<file path="config.mk">
export PLATFORM = sky130hd
export DESIGN_NAME = i2c_target_rx
export DESIGN_NICKNAME = d
export VERILOG_FILES = /design/src/rtl/i2c_target_rx_pkg.sv /design/src/rtl/i2c_target_rx_line_filter.sv /design/src/rtl/i2c_target_rx.sv
export SDC_FILE = /design/constraint.sdc
export NUM_CORES = 1
export LEC_CHECK = 0
export BUFFER_PORTS_ARGS = -buffer_cell sky130_fd_sc_hd__buf_2
export CAP_MARGIN = 0
export CORE_MARGIN = 2
export CORE_UTILIZATION = 55
export DETAILED_ROUTE_END_ITERATION = 7
export PLACE_DENSITY = 0.81
export SETUP_SLACK_MARGIN = 0.4
export SLEW_MARGIN = 20
export SYNTH_ARGS = -nofsm -noshare
export SYNTH_HDL_FRONTEND = slang
export SYNTH_SLANG_ARGS = --single-unit
</file>
<file path="constraint.sdc">
create_clock -name clk -period 2 [get_ports clk]
set_input_delay 0.4 -clock clk [delete_from_list [all_inputs] [get_ports clk]]
set_output_delay 0.4 -clock clk [all_outputs]
set_load 0.05 [all_outputs]
</file>
<file path="src/rtl/i2c_target_rx_pkg.sv">
// i2c_target_rx_pkg: shared FSM encoding and address-match helper for the I2C target receiver
package i2c_target_rx_pkg;
  typedef enum logic [2:0] {
    ST_IDLE,
    ST_ADDR,
    ST_ADDR_ACK,
    ST_DATA,
    ST_DATA_ACK,
    ST_IGNORE
  } state_t;
  localparam logic I2C_WRITE = 1'b0;
  function automatic logic addr_match(input logic [7:0] b, input logic [6:0] a);
    return (b[7:1] == a) && (b[0] == I2C_WRITE);
  endfunction
endpackage

</file>
<file path="src/rtl/i2c_target_rx_line_filter.sv">
// i2c_target_rx_line_filter: 2-flop sync, stability filter and edge pulses for one bus line
module i2c_target_rx_line_filter #(
  parameter int FILT_LEN = 3
) (
  input  logic clk,
  input  logic rst,
  input  logic line_i,
  output logic level_o,
  output logic rise_o,
  output logic fall_o
);
  localparam int CW = $clog2(FILT_LEN + 1);
  localparam logic [CW-1:0] LAST = CW'(FILT_LEN - 1);
  logic sync1_q, sync2_q, filt_q, rise_q, fall_q, accept;
  logic [CW-1:0] cnt_q, cnt_d;
  assign accept = (sync2_q != filt_q) && (cnt_q == LAST);
  assign cnt_d = (sync2_q == filt_q || accept) ? '0 : cnt_q + CW'(1);
  // sync, count how long the synced level differs, accept it after FILT_LEN cycles
  always_ff @(posedge clk) begin
    if (!rst) begin
      sync1_q <= 1'b1;
      sync2_q <= 1'b1;
      filt_q  <= 1'b1;
      rise_q  <= 1'b0;
      fall_q  <= 1'b0;
      cnt_q   <= '0;
    end else begin
      sync1_q <= line_i;
      sync2_q <= sync1_q;
      cnt_q   <= cnt_d;
      filt_q  <= accept ? sync2_q : filt_q;
      rise_q  <= accept & sync2_q;
      fall_q  <= accept & ~sync2_q;
    end
  end
  assign level_o = filt_q;
  assign rise_o  = rise_q;
  assign fall_o  = fall_q;
endmodule

</file>
<file path="src/rtl/i2c_target_rx.sv">
// i2c_target_rx: I2C write-only target; detects START/STOP, matches address, ACKs and delivers bytes
module i2c_target_rx
  import i2c_target_rx_pkg::*;
#(
  parameter logic [6:0] SLAVE_ADDR = 7'h72,
  parameter int         FILT_LEN   = 3
) (
  input  logic       clk,
  input  logic       rst,
  input  logic       scl_i,
  input  logic       sda_i,
  output logic       sda_oe_o,
  output logic [7:0] rx_data_o,
  output logic       rx_valid_o,
  output logic       addr_hit_o,
  output logic       busy_o
);
  logic scl_lvl, scl_rise, scl_fall, sda_lvl, sda_rise, sda_fall;
  logic start, stop, bit_rise;
  state_t state_q, state_d;
  logic [7:0] shreg_q, shreg_d, rx_data_q, rx_data_d;
  logic [2:0] bit_cnt_q, bit_cnt_d;
  logic full_q, full_d, sda_oe_q, sda_oe_d, rx_valid_q, rx_valid_d;
  logic addr_hit_q, addr_hit_d, busy_q, busy_d;

  i2c_target_rx_line_filter #(.FILT_LEN(FILT_LEN)) u_scl (
    .clk(clk), .rst(rst), .line_i(scl_i), .level_o(scl_lvl), .rise_o(scl_rise), .fall_o(scl_fall)
  );
  i2c_target_rx_line_filter #(.FILT_LEN(FILT_LEN)) u_sda (
    .clk(clk), .rst(rst), .line_i(sda_i), .level_o(sda_lvl), .rise_o(sda_rise), .fall_o(sda_fall)
  );

  assign start    = sda_fall & scl_lvl;
  assign stop     = sda_rise & scl_lvl;
  assign bit_rise = scl_rise & ~start & ~stop & (state_q == ST_ADDR || state_q == ST_DATA);

  // state register
  always_ff @(posedge clk) begin
    state_q <= !rst ? ST_IDLE : state_d;
  end

  // next state: START/STOP win over SCL edges, byte/ACK boundaries act on SCL fall
  always_comb begin
    state_d = state_q;
    if (start) state_d = ST_ADDR;
    else if (stop) state_d = ST_IDLE;
    else if (scl_fall)
      case (state_q)
        ST_ADDR:                  if (full_q) state_d = addr_match(shreg_q, SLAVE_ADDR) ? ST_ADDR_ACK : ST_IGNORE;
        ST_ADDR_ACK, ST_DATA_ACK: state_d = ST_DATA;
        ST_DATA:                  if (full_q) state_d = ST_DATA_ACK;
        default:                  state_d = state_q;
      endcase
  end

  // datapath and output next values; ACK drive and flags follow the next state directly
  always_comb begin
    shreg_d    = bit_rise ? {shreg_q[6:0], sda_lvl} : shreg_q;
    bit_cnt_d  = (start | stop) ? 3'd0 : bit_rise ? bit_cnt_q + 3'd1 : bit_cnt_q;
    full_d     = (start | stop | scl_fall) ? 1'b0 : bit_rise ? (bit_cnt_q == 3'd7) : full_q;
    sda_oe_d   = (state_d == ST_ADDR_ACK) || (state_d == ST_DATA_ACK);
    addr_hit_d = (state_d == ST_DATA) || (state_d == ST_DATA_ACK);
    busy_d     = state_d != ST_IDLE;
    rx_valid_d = (state_q == ST_DATA) && (state_d == ST_DATA_ACK);
    rx_data_d  = rx_valid_d ? shreg_q : rx_data_q;
  end

  // datapath and output registers
  always_ff @(posedge clk) begin
    if (!rst) begin
      shreg_q    <= '0;
      bit_cnt_q  <= '0;
      full_q     <= 1'b0;
      sda_oe_q   <= 1'b0;
      addr_hit_q <= 1'b0;
      busy_q     <= 1'b0;
      rx_valid_q <= 1'b0;
      rx_data_q  <= '0;
    end else begin
      shreg_q    <= shreg_d;
      bit_cnt_q  <= bit_cnt_d;
      full_q     <= full_d;
      sda_oe_q   <= sda_oe_d;
      addr_hit_q <= addr_hit_d;
      busy_q     <= busy_d;
      rx_valid_q <= rx_valid_d;
      rx_data_q  <= rx_data_d;
    end
  end

  assign sda_oe_o   = sda_oe_q;
  assign addr_hit_o = addr_hit_q;
  assign busy_o     = busy_q;
  assign rx_valid_o = rx_valid_q;
  assign rx_data_o  = rx_data_q;
endmodule

</file>
* Word-level counts from Yosys, hierarchy flattened *
Cells that the tools add are included.

operators by class
  reductions and logical operators = 15
  eq/ne operators = 15
  mux-type cells = 7
  add/subtract/negate cells = 3
  bitwise logic cells = 17

operators by type and width
  kind                                                                   count
  3-bit 2-to-1 mux                                                       6
  3-bit by 2-bit equality test with 1-bit output, second input constant  4
  2-bit OR reduction                                                     5
  1-bit AND                                                              9
  3-bit equality test, second input constant                             3
  3-bit case mux with 3 select lines                                     1
  7-bit equality test, second input constant                             1
  1-bit NOT                                                              6
  1-bit logical OR                                                       5
  2-bit by 1-bit adder with 2-bit output, second input constant          2
  2-bit equality test, second input constant                             2
  1-bit logical AND                                                      4
  3-bit by 1-bit adder with 3-bit output, second input constant          1
  3-bit by 1-bit equality test with 1-bit output, second input constant  1
  3-bit nonzero test                                                     1
  1-bit equality test                                                    2
  1-bit != test                                                          2
  1-bit OR                                                               2

word-level totals
  bits in registers = 41
  output and inout port bits = 12
  logic and storage cells = 78
  bits of input ports = 4

* Longest topological paths before layout *
Gate-level depths: netlist of run 1.

  depth in word-level cells = 10
  depth in mapped cells = 7
  mapped depth without buffers = 5

* Hierarchy *
From an unflattened synthesis of run 1, not the netlist that was laid out.

second synthesis, totals
  cell total of the unflattened synthesis = 156
  area total of the unflattened synthesis = 1627.8 µm²

by module, submodules not included
  module                     area each (µm²)  instances  cells each
  i2c_target_rx              1172.4           1          118
  i2c_target_rx_line_filter  227.7            2          19

* Worst setup path after synthesis of run 1 *
Ideal clock, no wire load.

  kind = register to register
  start = register shreg_q[0]
  end = register addr_hit_q, in the netlist addr_hit_o
  stages on the path, launching flop included = 6
  data arrival time = 1.732 ns
  path slack = 0.198 ns
  buffers on the path = 0
  data required time = 1.930 ns
  path through = dfxtp_1 and4b_4 a2111oi_4 o221ai_2 or4_1 a21oi_1

on the way
  longest elaborated chain between the ends = 10

RTL lines
  element                                                                                RTL line                 text
  start: declaration                                                                     i2c_target_rx.sv:21      logic [7:0] shreg_q, shreg_d, rx_data_q, rx_data_d;
  start signal: assignment                                                               i2c_target_rx.sv:80      shreg_q <= shreg_d;
  1-bit NOT *                                                                            i2c_target_rx_pkg.sv:13  return (b[7:1] == a) && (b[0] == I2C_WRITE);
  1-bit logical AND *                                                                    i2c_target_rx_pkg.sv:13
  3-bit 2-to-1 mux * (2 in series)                                                       i2c_target_rx.sv:49      ST_ADDR: if (full_q) state_d = addr_match(shreg_q, SLAVE_ADDR) ? ST_ADDR_ACK : ST_IGNORE;
  3-bit case mux with 3 select lines *                                                   i2c_target_rx.sv:48      case (state_q)
  3-bit 2-to-1 mux *                                                                     i2c_target_rx.sv:47      else if (scl_fall)
  3-bit 2-to-1 mux *                                                                     i2c_target_rx.sv:46      else if (stop) state_d = ST_IDLE;
  3-bit 2-to-1 mux *                                                                     i2c_target_rx.sv:45      if (start) state_d = ST_ADDR;
  3-bit by 2-bit equality test with 1-bit output or 3-bit equality test (tied branches)  i2c_target_rx.sv:62      addr_hit_d = (state_d == ST_DATA) || (state_d == ST_DATA_ACK);
  1-bit logical OR *                                                                     i2c_target_rx.sv:62
  end signal: assignment                                                                 i2c_target_rx.sv:84      addr_hit_q <= addr_hit_d;
  end: declaration                                                                       i2c_target_rx.sv:24      logic addr_hit_q, addr_hit_d, busy_q, busy_d;

Mark *: on every way between the ends. The rest lies on a longest branch, timed or not.
A chain may end at the register's enable or synchronous reset.

* Worst setup path in the final report of run 1 *
  start = register shreg_q[1]
  end = register addr_hit_q, in the netlist addr_hit_o

on the way
  longest elaborated chain between the ends = 10

RTL lines
  element                                                                                RTL line
  7-bit equality test *                                                                  i2c_target_rx_pkg.sv:13
  1-bit logical AND *                                                                    i2c_target_rx_pkg.sv:13
  3-bit 2-to-1 mux * (2 in series)                                                       i2c_target_rx.sv:49
  3-bit case mux with 3 select lines *                                                   i2c_target_rx.sv:48
  3-bit 2-to-1 mux *                                                                     i2c_target_rx.sv:47
  3-bit 2-to-1 mux *                                                                     i2c_target_rx.sv:46
  3-bit 2-to-1 mux *                                                                     i2c_target_rx.sv:45
  3-bit by 2-bit equality test with 1-bit output or 3-bit equality test (tied branches)  i2c_target_rx.sv:62
  1-bit logical OR *                                                                     i2c_target_rx.sv:62

Marked as above.

==> metrics, run 1 <==
Cell Rows=20; Final period util=95.6%; worst-path fanout max=3; Residual DRC=0; register bit total from synthesis=41; Clk pin slew, worst setup/hold paths=0.12 ns; first-pass GRT wire length=5810 um; pwr/cell area=608 nW/um2; met3 WL=229 um; Max VDD drop=0.593 mV; H-Tree Level Count=2; Register Area=841 um2; Unique masters post-synth=38; average cell area after synthesis=9.63 um2; DR vias=1,448; WL per Instance=14.7 um; final hold slack=0.249 ns; # fillers=223; Num CTS Buffers=5; die height=60.1 um; startpoint types=flip-flop; max layer used=met4; Max-Cap Viols=0; Final setup viols=0; antenna fix cells=0; mapped cell area=1730 um2; Pins Over Slew Limit=0; Final Hold Fails=0; Crit-path slowest cell=or4_4; Root Buffer=clkbuf_4; dpl hpwl=2380 um; syn nets=188; Post-synth ARST share=0%; drt first pass iters=5; DP Area=1840 um2; min-delay worst type=in -> reg; CP endpoint kind=flip-flop; commonest cells after routing, fill and taps aside=dfxtp_1, nor2_1, buf_2, buf_4; Port Buffers=15; Cells after Synth=180; Starting Density=57.2%; area occupied by multi-input gates=908 um2; Num Clock Sinks=41; Die ar.=3620 um2; fin area=2100 um2; Layout area overhead=21.3%; worst-skew pair later-pin latency=0.35 ns; most common cell after layout, fill and taps aside=dfxtp_1; RSZ-0062 raised after global routing=yes; IO Count=16; Die X=60.1 um; status=finished, final reports clean; clock skew=0.0154 ns; Synth Flop Type=dfxtp_1; setup TNS=0 ns; Slew HR=74.1%; DR vias/cell=5.70; WP data arrival=2.21 ns; # nets final=217; Worst-Margin Slew=0.389 ns; largest net degree at the start of global routing=20; worst-path cell chain=nor4b_4 > buf_4 > a2111oi_4 > o2111a_2 > or4_4 > a21oi_2; metal2 WL=1890 um; Post-synth EDFFs=0; iteration-0 DRC count of the detailed router=100; Routed WL=3740 um; synth warn=0; Clock Path Buffers=2; layout cell share with drive strength beyond 1=34.8%; core area=3030 um2; minimum clock period=1.91 ns; Leakage=0.858 nW; post-route ant nets=0; Max Fclk=523 MHz; All-Layer GR Usage=22.2%; number of global-route vias before repair=1,282; RePlAce Congestion=0.894; antenna violations before repair=0; CTS tree=yes; Metal-1 WL=1510 um; critical path's largest stage delay=0.54 ns; Seq/Total Area, Yosys=47.4%; Worst EP required=2.30 ns; gr ovfl total=0; critical path class=reg -> reg
-- Yosys cell counts, types with 2 or more instances --
cell / instances / area, um2
nor2_1: 18 / 67.6
xnor2_1: 5 / 43.8
o211ai_1: 3 / 22.5
nand2b_1: 6 / 37.5
o21ai_1: 8 / 40.0
o22ai_1: 3 / 18.8
nor3b_1: 4 / 30.0
nand3_1: 12 / 60.1
a21oi_1: 14 / 70.1
buf_2: 4 / 20.0
or3_1: 2 / 12.5
and3_1: 2 / 12.5
mux2i_1: 11 / 110
nor3_1: 2 / 10.0
nand2_1: 12 / 45.0
inv_1: 6 / 22.5
clkbuf_1: 3 / 11.3
dfxtp_1: 41 / 821
ha_1: 4 / 50.1
xor2_1: 2 / 17.5
-- logic make-up (layout without fill, tap and decap cells) --
kind of cell	after synthesis	in the layout	synth area share, %
simple gates	65	65	20.3
compound gates	36	36	14.9
flops	41	41	47.4
xor+xnor	7	7	3.54
mux	11	11	6.35
fa+ha+maj	4	4	2.89
buf+inv	16	46	4.69
-- metrics by stage --
stage          utilization [%]  std cells  worst slack, ns  power [mW]
6_report                  69.4        254           0.0870        1.28
5_1_grt                   69.4        254           0.0497        1.33
3_3_place_gp              60.7        233            0.189       0.865
4_1_cts                   64.4        243            0.151        1.30
2_1_floorplan                -        180            0.298       0.858
3_5_place_dp              60.7        233            0.107       0.867
-- critical path, delay by kind of cell, from the launching register on --
family,cells,cell delay [ns]
compound gates,3,0.54
buf+inv,1,0.17
flops,1,0.37
simple gates,2,0.79
-- where the power goes --
group / leakage [nW] / internal, mW / switching, mW
logic: 0.483 / 0.00880 / 0.0161
clock network: 0.0382 / 0.171 / 0.263
registers: 0.337 / 0.817 / 0.00292
-- flip-flops by register name, indices dropped and copies added (netlist names), 2 cells and up --
name	count
rx_data_o	8
u_sda.cnt_q	2
state_q	3
bit_cnt_q	3
shreg_q	8
u_scl.cnt_q	2
-- area by class of cell --
type | count | area share, %
Clock inverter | 2 | 0.655
Multi-Input combinational cell | 123 | 43.2
Inverter | 6 | 1.07
Tap cell | 44 | 2.62
Sequential cell | 41 | 40.0
Timing Repair Buffer | 32 | 10.0
Clock buffer | 6 | 2.44
-- final timing paths --
path                                  start                   endpoint  slack (ns)  depth (start not counted)
setup / recovery    shreg_q[1]$_SDFFE_PN0P_      addr_hit_o$_SDFF_PN0_        0.09                          6
hold reg to reg   u_scl.cnt_q[0]$_SDFF_PP0_  u_scl.cnt_q[0]$_SDFF_PP0_        0.42                          1
hold / removal                        sda_i   u_sda.sync1_q$_SDFF_PN1_        0.25                          2
setup reg to reg    shreg_q[1]$_SDFFE_PN0P_      addr_hit_o$_SDFF_PN0_        0.09                          6
-- per-layer routing --
layer / GRT usage, % / vias to the layer above
li1: - / 691
met1: 25.5 / 693
met2: 37.1 / 56
met3: 6.93 / 8
met4: 10.8 / 0
met5: 0 / -
-- repair_timing --
| item | 4_1_cts | 5_1_grt |
|---|---|---|
| buffers inserted | 2 | 10 |
| endpoints found under the setup margin | 13 | 24 |
| pin swaps | 1 | 23 |
| hold endpoints to repair | 0 | 0 |
| gates cloned | 0 | 1 |
| gates resized for setup | 8 | 25 |
| hold buffers | 0 | 0 |
Note: power is estimated with default switching activity, not from simulation.
==> run 2, diff against run 1 <==
--- a/config.mk
+++ b/config.mk
@@ -5,6 +5,7 @@
 export SDC_FILE = /design/constraint.sdc
 export NUM_CORES = 1
 export LEC_CHECK = 0
+export ABC_AREA = 1
 export BUFFER_PORTS_ARGS = -buffer_cell sky130_fd_sc_hd__buf_2
 export CAP_MARGIN = 0
 export CORE_MARGIN = 2
==> run 2 against run 1 <==
  * Worst hold slack got worse by 0.024 ns
  * Fmax rose by 8.8%
  * Worst setup slack improved by 0.16 ns
  * First-iteration DRC count fell by 15%
  * Critical path type unchanged
  * Largest cell class unchanged
  * Largest power group unchanged
==> metrics, run 2 <==
Worst Path Buf+Inv=0; final hold slack=0.225 ns; DR vias/cell=5.40; Post-synth ARST share=0%; status=finished, final reports clean; post-layout util=72.6%; family with the most delay on the worst path=simple AND/OR/NAND/NOR gates; Clock Path Buffers=2; synth warn=0; worst-skew pair later-pin latency=0.35 ns; Cells after Synth=218; antenna violations before repair=0; Num CTS Buffers=5; CP endpoint kind=flip-flop; Pint=1.13 mW; Port Buffers=15; Seq pwr share=57.5%; crit path launch=shreg_q[7]$_SDFFE_PN0P_; worst r2r dst=rx_data_o[3]$_SDFFE_PN0P_; Cell Rows=20; Synth Flop Type=dfxtp_1; number of global-route vias before repair=1,269; Clk pin slew, worst setup/hold paths=0.13 ns; dpl hpwl=2100 um; min-delay worst type=in -> reg; drt first pass iters=4; RSZ-0062 raised after global routing=yes; worst-path fanout max=4; average cell area after synthesis=7.79 um2; Crit-path slowest cell=dfxtp_1; Hold EP=u_sda.sync1_q$_SDFF_PN1_; Net Switching=0.296 mW; Post-synth EDFFs=0; Hold Path Origin=sda_i; Max VDD drop=0.513 mV; RePlAce Congestion=0.873; Final Hold Fails=0; Critical R2R Launch=shreg_q[7]$_SDFFE_PN0P_; synth top area cells=dfxtp_1, nand2_1, a21oi_1; count leader, synth=dfxtp_1; die height=59.6 um; Final Power=1.43 mW; core area=3000 um2; gr ovfl total=0; Slew HR=84.5%; most common cell after layout, fill and taps aside=dfxtp_1; syn nets=226; Switching Share=20.8%; Non-Filler Instances=286; critical path class=reg -> reg; Routed WL=3840 um; first-pass GRT wire length=5510 um; Num Clock Sinks=41; pwr/cell area=654 nW/um2; Die X=59.6 um; critical path's largest stage delay=0.40 ns; r2r worst-path depth=13; Final period util=87.9%; IO Count=16; worst-path cell chain=nand2_2 > nor2_4 > nand2_2 > nand2_2 > nand2_1 > nand2_1 > nand2_2 > nand2_4 > nand3_4 > nor2_4 > nand3_2 > nand2_1 > nor2_1; startpoint types=flip-flop; Root Buffer=clkbuf_4; Starting Density=56.6%; WP data arrival=2.02 ns; WHS Path Cells=2; top cells by count, synth=dfxtp_1, nand2_1, inv_1, nor2_1, a21oi_1; antenna fix cells=0; Final setup viols=0; # fillers=234; largest net degree at the start of global routing=20; setup TNS=0 ns; DR vias=1,545; Max-Cap Viols=0; Synth top area share=48.3%; # nets final=260; Leakage=0.911 nW; cell taking the most area after synthesis=dfxtp_1; Layout area overhead=28.3%; Residual DRC=0; Worst-Margin Slew=0.231 ns; WL per Instance=13.4 um; Unique masters post-synth=25; clock skew=0.0106 ns; mapped cell area=1700 um2; iteration-0 DRC count of the detailed router=85; Cells after DPL=264; H-Tree Level Count=2; clock network fraction of total power=40.1%; Pins Over Slew Limit=0; layout cell share with drive strength beyond 1=37.2%; Worst EP required=2.27 ns; most frequent CP cell=nand2_2; All-Layer GR Usage=20.7%; Comb pwr share=2.4%; post-route ant nets=0; Seq/Total Area, Yosys=48.3%; register bit total from synthesis=41; Max Fclk=569 MHz; Die ar.=3550 um2; CTS tree=yes; commonest cells after routing, fill and taps aside=dfxtp_1, nand2_1, nor2_1, a21oi_1, inv_1; minimum clock period=1.76 ns; worst reg-to-reg setup slack=0.24 ns
run 2: power by group through the flow:
stage / clock network [mW] / logic, mW / registers, mW
floorplan: 0 / 0.0228 / 0.842
global route: 0.614 / 0.0377 / 0.821
global placement: 0 / 0.0317 / 0.842
CTS: 0.575 / 0.0329 / 0.821
finish: 0.571 / 0.0337 / 0.820
detailed placement: 0 / 0.0326 / 0.842
run 2: what timing repair did:
action                     CTS  global route
hold buffers                 0             0
setup buffers                7             4
pin swaps                   13            15
resized for setup           28            25
cloned                       3             0
setup endpoints to repair   11            14
run 2: worst max-delay path by stage:
stage               slack [ns]                   endpoint  depth (start not counted)
global route              0.14  rx_data_o[4]$_SDFFE_PN0P_                         14
detailed placement        0.22  rx_data_o[4]$_SDFFE_PN0P_                         13
finish                    0.24  rx_data_o[3]$_SDFFE_PN0P_                         13
CTS                       0.38  rx_data_o[1]$_SDFFE_PN0P_                         12
floorplan                 0.42  rx_data_o[0]$_SDFFE_PN0P_                         13
global placement          0.24  rx_data_o[4]$_SDFFE_PN0P_                         13
run 2: kinds of logic (layout without fill, tap and decap cells):
logic type | after synthesis | count (layout) | share of synthesized area, %
flip-flops | 41 | 41 | 48.3
adder cells (fa/ha/maj) | 4 | 4 | 2.95
AO/OA/AOI/OAI | 41 | 41 | 13.0
AND/OR/NAND/NOR | 95 | 98 | 26.8
buffers and inverters | 37 | 69 | 8.91
run 2: cell type report:
class | instances | area, um2 | area share [%]
inverter | 31 | 123 | 5.63
sequential | 41 | 838 | 38.5
timing repair buffer | 30 | 199 | 9.13
multi-input combinational | 143 | 893 | 41.0
clock inverter | 1 | 30.0 | 1.38
clock buffer | 7 | 55.1 | 2.53
tap | 33 | 41.3 | 1.89
run 2: metrics by stage:
step / cell area (um2) / setup slack (ns)
3_5_place_dp: 1810 / 0.224
2_1_floorplan: 1700 / 0.423
3_3_place_gp: 1810 / 0.240
6_report: 2180 / 0.242
4_1_cts: 2050 / 0.378
5_1_grt: 2180 / 0.139
run 2: layer usage:
| layer | wire length (um) | GRT usage [%] | vias to the layer above |
|---|---|---|---|
| met3 | 248 | 7.42 | 20 |
| met4 | 150 | 11.4 | 0 |
| met5 | 0 | 0 | - |
| met2 | 1760 | 31.6 | 62 |
| li1 | - | - | 775 |
| met1 | 1680 | 25.4 | 688 |
